--- config.mk ---
export PLATFORM = sky130hd
export DESIGN_NAME = ahb_slave_if
export DESIGN_NICKNAME = d
export VERILOG_FILES = /design/src/rtl/ahb_slave_if.sv
export SDC_FILE = /design/constraint.sdc
export NUM_CORES = 1
export LEC_CHECK = 0
export CAP_MARGIN = 20
export CORE_AREA = 2 2 154 156
export DETAILED_ROUTE_END_ITERATION = 12
export DIE_AREA = 0 0 156 158
export PLACE_DENSITY = 0.54
export SLEW_MARGIN = 20
export SYNTH_ARGS = -nofsm -noshare
export SYNTH_HDL_FRONTEND = slang
export SYNTH_SLANG_ARGS = --single-unit
--- constraint.sdc ---
create_clock -name hclk -period 5.8 [get_ports hclk]
set_clock_uncertainty 0.2 [all_clocks]
set_input_delay 1.16 -clock hclk [delete_from_list [all_inputs] [get_ports hclk]]
set_output_delay 1.16 -clock hclk [all_outputs]
set_load 0.02 [all_outputs]
--- src/rtl/ahb_slave_if.sv ---
// AHB-side front end of the AHB-to-APB bridge.
// Registers the AHB address, write data and direction into a two-stage
// pipeline, decodes the address into a one-hot peripheral select, and
// raises valid for the APB controller. Unmapped active transfers get the
// two-cycle AHB ERROR response. Accepted mapped transfers are counted.
//
// Handshake: a transfer is accepted on a rising edge where hreadyin=1 and
// htrans is NONSEQ/SEQ. valid is combinational and is only offered while
// the error FSM is in OKAY. The controller consumes valid on the same edge.
// Both hresp and err_hready are decoded straight from the error state, so
// the pair uniquely identifies the state (00/1 OKAY, 01/0 ERR1, 01/1 ERR2).
module ahb_slave_if #(
   parameter logic [31:0] BASE0 = 32'h8000_0000,
   parameter logic [31:0] BASE1 = 32'h8400_0000,
   parameter logic [31:0] BASE2 = 32'h8800_0000,
   parameter logic [31:0] WIN   = 32'h0400_0000
) (
   input  logic        hclk,
   input  logic        hreset,
   input  logic        hwrite,
   input  logic        hreadyin,
   input  logic [1:0]  htrans,
   input  logic [31:0] haddr,
   input  logic [31:0] hwdata,
   input  logic [31:0] prdata,
   output logic        valid,
   output logic [31:0] haddr1,
   output logic [31:0] haddr2,
   output logic [31:0] hwdata1,
   output logic [31:0] hwdata2,
   output logic        hwritereg,
   output logic [2:0]  tempselx,
   output logic [31:0] hrdata,
   output logic [1:0]  hresp,
   output logic        err_hready,
   output logic [7:0]  xfer_cnt
);

   typedef enum logic [1:0] {
      ST_OKAY = 2'd0,
      ST_ERR1 = 2'd1,
      ST_ERR2 = 2'd2
   } state_t;

   state_t      state_q, state_d;
   logic [31:0] haddr1_q, haddr1_d;
   logic [31:0] haddr2_q, haddr2_d;
   logic [31:0] hwdata1_q, hwdata1_d;
   logic [31:0] hwdata2_q, hwdata2_d;
   logic        hwritereg_q, hwritereg_d;
   logic [7:0]  xfer_cnt_q, xfer_cnt_d;
   logic        active;
   logic        mapped;

   // Address decode: offset-from-base compare works for any base, even one
   // not aligned to the window size, and never overflows at the top of memory.
   always_comb begin
      tempselx = 3'b000;
      if ((haddr - BASE0) < WIN) begin
         tempselx = 3'b001;
      end else if ((haddr - BASE1) < WIN) begin
         tempselx = 3'b010;
      end else if ((haddr - BASE2) < WIN) begin
         tempselx = 3'b100;
      end
   end

   // Transfer qualification: only NONSEQ/SEQ with the bus ready count.
   always_comb begin
      active = hreadyin & ((htrans == 2'b10) | (htrans == 2'b11));
      mapped = (tempselx != 3'b000);
      valid  = active & mapped & (state_q == ST_OKAY);
      hrdata = prdata;
   end

   // Error FSM state register; reset drops straight back to OKAY.
   always_ff @(posedge hclk or posedge hreset) begin
      if (hreset) begin
         state_q <= ST_OKAY;
      end else begin
         state_q <= state_d;
      end
   end

   // Error FSM next state: transfers seen during ERR1/ERR2 are ignored.
   always_comb begin
      state_d = state_q;
      case (state_q)
         ST_OKAY: if (active && !mapped) state_d = ST_ERR1;
         ST_ERR1: state_d = ST_ERR2;
         ST_ERR2: state_d = ST_OKAY;
         default: state_d = ST_OKAY;
      endcase
   end

   // Error FSM outputs: first error cycle stretches the bus, second releases it.
   always_comb begin
      hresp      = 2'b00;
      err_hready = 1'b1;
      case (state_q)
         ST_ERR1: begin
            hresp      = 2'b01;
            err_hready = 1'b0;
         end
         ST_ERR2: begin
            hresp      = 2'b01;
            err_hready = 1'b1;
         end
         default: begin
            hresp      = 2'b00;
            err_hready = 1'b1;
         end
      endcase
   end

   // Pipeline and counter next values: pipeline advances only on hreadyin.
   always_comb begin
      haddr1_d    = haddr1_q;
      haddr2_d    = haddr2_q;
      hwdata1_d   = hwdata1_q;
      hwdata2_d   = hwdata2_q;
      hwritereg_d = hwritereg_q;
      xfer_cnt_d  = xfer_cnt_q;
      if (hreadyin) begin
         haddr1_d    = haddr;
         haddr2_d    = haddr1_q;
         hwdata1_d   = hwdata;
         hwdata2_d   = hwdata1_q;
         hwritereg_d = hwrite;
      end
      if (valid) begin
         xfer_cnt_d = xfer_cnt_q + 8'd1;
      end
   end

   // Pipeline and counter registers.
   always_ff @(posedge hclk or posedge hreset) begin
      if (hreset) begin
         haddr1_q    <= 32'h0;
         haddr2_q    <= 32'h0;
         hwdata1_q   <= 32'h0;
         hwdata2_q   <= 32'h0;
         hwritereg_q <= 1'b0;
         xfer_cnt_q  <= 8'h0;
      end else begin
         haddr1_q    <= haddr1_d;
         haddr2_q    <= haddr2_d;
         hwdata1_q   <= hwdata1_d;
         hwdata2_q   <= hwdata2_d;
         hwritereg_q <= hwritereg_d;
         xfer_cnt_q  <= xfer_cnt_d;
      end
   end

   assign haddr1    = haddr1_q;
   assign haddr2    = haddr2_q;
   assign hwdata1   = hwdata1_q;
   assign hwdata2   = hwdata2_q;
   assign hwritereg = hwritereg_q;
   assign xfer_cnt  = xfer_cnt_q;

endmodule

==> results_dict.tcl <==
set metrics [dict create \
    setup_violations 0 \
    grt_max_degree 70 \
    critPathMaxFanout 7 \
    hold_ws_ns 0.284 \
    drc 0 \
    start_util_pct 24.4 \
    required_ns 4.44 \
    antenna_found_initial 0 \
    ys_seq_area_share_pct 61.8 \
    regToRegStartpoint "state_q[1]" \
    grt_pass1_vias 3956 \
    critPathCaptureType "output port" \
    fin_nets 664 \
    cts.sinks 139 \
    rsz0062_at_grt "no" \
    antennaDiodeCount 0 \
    ys_warn_count 0 \
    max_cap_viol_count 0 \
    wl_met2_um 6300 \
    worstSetupPathType "input pin to output port" \
    htree_levels 4 \
    final_cell_mix "210 x clkdlybuf4s50_1, 139 x dfrtp_1, 129 x mux2_2" \
    synthSimpleGateAreaFrac_pct 2.58 \
    die_h_um 158 \
    final_common_cell "clkdlybuf4s50_1" \
    grt_first_pass_wirelength_um 21100 \
    wl_per_cell_um 15.6 \
    cts_resized 0 \
    io_buffers 211 \
    p_per_area_nw_per_um2 340 \
    gp_congestion 0.748 \
    wl_um 13400 \
    fmax_ghz 0.205 \
    ios 278 \
    drt_first_pass_iters 3 \
    die-area_um2 24600 \
    min_path_type "flop to flop" \
    synth-xor-area-share_pct 1.40 \
    core-area_um2 23100 \
    dr_wl_met3_um 1370 \
    synth_area_leader_cell "dfrtp_1" \
    multi_input_area_um2 1810 \
    p_leak_nw 3.48 \
    fin_tns_setup_ns 0 \
    clk_latency_ns 0.41 \
    clock_path_buffers 2 \
    syn_area_um2 5630 \
    core.rowCount 56 \
    cts_root_buffer "clkbuf_16" \
    status "finished, final reports clean" \
    fillers 2217 \
    synth_nets 478 \
    antenna_left 0 \
    cts_setup_buffers 0 \
    ys_ff_latch 139 \
    synth_compound_area_share_pct 0.578 \
    synth_top_family_by_area "multiplexers" \
    synth_mux_area_share_pct 26.3 \
    start_kind "input pin" \
    final_max_slew_viol_count 0 \
    die_w_um 156 \
    ff_latch_area_um2 3480 \
    finalCritPeriodShare_pct 84.0 \
    netlist_instances 370 \
    drive_gt1_share_pct 29.4 \
    tightestPinTransition_ns 0.888 \
    arrival_ns 3.51 \
    drt_iter0_markers 80 \
    avgSynthCellArea_um2 15.2 \
    final-hold-violation-count 0 \
    wirelength_met1_um 5310 \
    synth.area.top_cells "dfrtp_1 62%, mux2_2 26%, buf_4 4.4%" \
    viasPerCell 4.21 \
    vdd_drop_max_v 0.000159 \
    synthToLayoutAreaGrowth_pct 48.8 \
    period_minus_slack_ns 4.87 \
    dp_slack_ns 0.913 \
    synthAdderAreaFrac_pct 1.33 \
    cts_buffers 17 \
    cts.clk_slew.worst_paths_ns 0.06 \
    vias 3614 \
    hpwlAfterDp_um 9310 \
    layout_setup_ws_ns 0.927 \
    ys_types 29 \
    min_from "xfer_cnt[7]" \
    routed.top_layer "met4" \
    slew_headroom_pct 40.8 \
    yosysTopAreaCellShare_pct 61.8 \
    gr-usage-all-layers_pct 11.1 \
    hold_buffers 0 \
    grt-ovfl-total 0 \
    cts_tree "built" \
    setup.worst_path.start "haddr[27]" \
]
## cell usage after synthesis, drive strengths merged
cell type,count
o21a,1
nand4,4
nor4b,1
or3b,1
inv,9
and2,1
or4,1
nor3,1
dfrtp,139
ha,6
o21ai,1
o211ai,1
o31ai,1
buf,36
nand3,2
conb,1
xor2,1
nand2b,1
mux2,131
xnor2,8
or3,1
nor2,1
nand2,4
clkbuf,12
and3,5
## sequential cells by signal, summed over array words and instances, names as in the netlist
name	flops
hwdata2	32
haddr1	32
xfer_cnt	8
haddr2	32
hwdata1	32
state_q	2
hwritereg	1
## power by group
part	internal (mW)	switching (mW)	leakage [nW]
clock network	0.600	0.400	0.261
registers	1.09	0.0798	1.65
logic	0.363	0.316	1.57
## critical path, stage by stage
cell and delay, ns:
clkdlybuf4s50_1 0.55, inv_1 0.09, ha_1 0.22, xor2_1 0.14
or3_1 0.40, o211ai_2 0.19, nand2_4 0.10, inv_1 0.06
clkdlybuf4s50_1 0.59
## stage by stage
| stage | utilization (%) | cells | instance area [um2] | power, mW |
|---|---|---|---|---|
| 2_1_floorplan | - | 370 | 5630 | 1.54 |
| 4_1_cts | 36.3 | 858 | 8380 | 2.90 |
| 3_5_place_dp | 34.0 | 827 | 7830 | 1.88 |
| 6_report | 36.3 | 858 | 8380 | 2.85 |
| 3_3_place_gp | 34.0 | 827 | 7830 | 1.87 |
| 5_1_grt | 36.3 | 858 | 8380 | 3.01 |
## layer usage
metal | vias to the layer above | GRT usage (%)
met5 | - | 0
met4 | 0 | 5.24
li1 | 1627 | -
met3 | 38 | 5.37
met1 | 1796 | 12.8
met2 | 153 | 17.3
## worst paths after layout
check | slack [ns] | cells after the start | endpoint
worst max-delay path | 0.93 | 9 | valid
worst min register to register | 0.28 | 1 | xfer_cnt[7]
max in group asynchronous | 3.47 | 3 | hwdata1[19]
worst min-delay path | 0.28 | 1 | xfer_cnt[7]
min in group asynchronous | 0.94 | 2 | hwdata2[6]
worst max register to register | 4.00 | 5 | xfer_cnt[1]
## cells by family (layout without fill, tap and decap cells)
| kind of cell | after synthesis | in the layout |
|---|---|---|
| mux | 131 | 131 |
| other cells | 1 | 1 |
| flops | 139 | 139 |
| fa+ha+maj | 6 | 6 |
| xor+xnor | 9 | 9 |
| simple gates | 23 | 23 |
| buf+inv | 57 | 255 |
| compound gates | 4 | 4 |
## final cells by class
| cell class | count | share of cell area (%) |
|---|---|---|
| clock buffer | 25 | 6.03 |
| clock inverter | 6 | 0.448 |
| inverter | 9 | 0.463 |
| multi-input combinational | 174 | 21.7 |
| sequential | 139 | 41.5 |
| tap | 290 | 4.33 |
| timing repair buffer | 215 | 25.5 |
No activity file was read; power rests on OpenSTA's default activity.
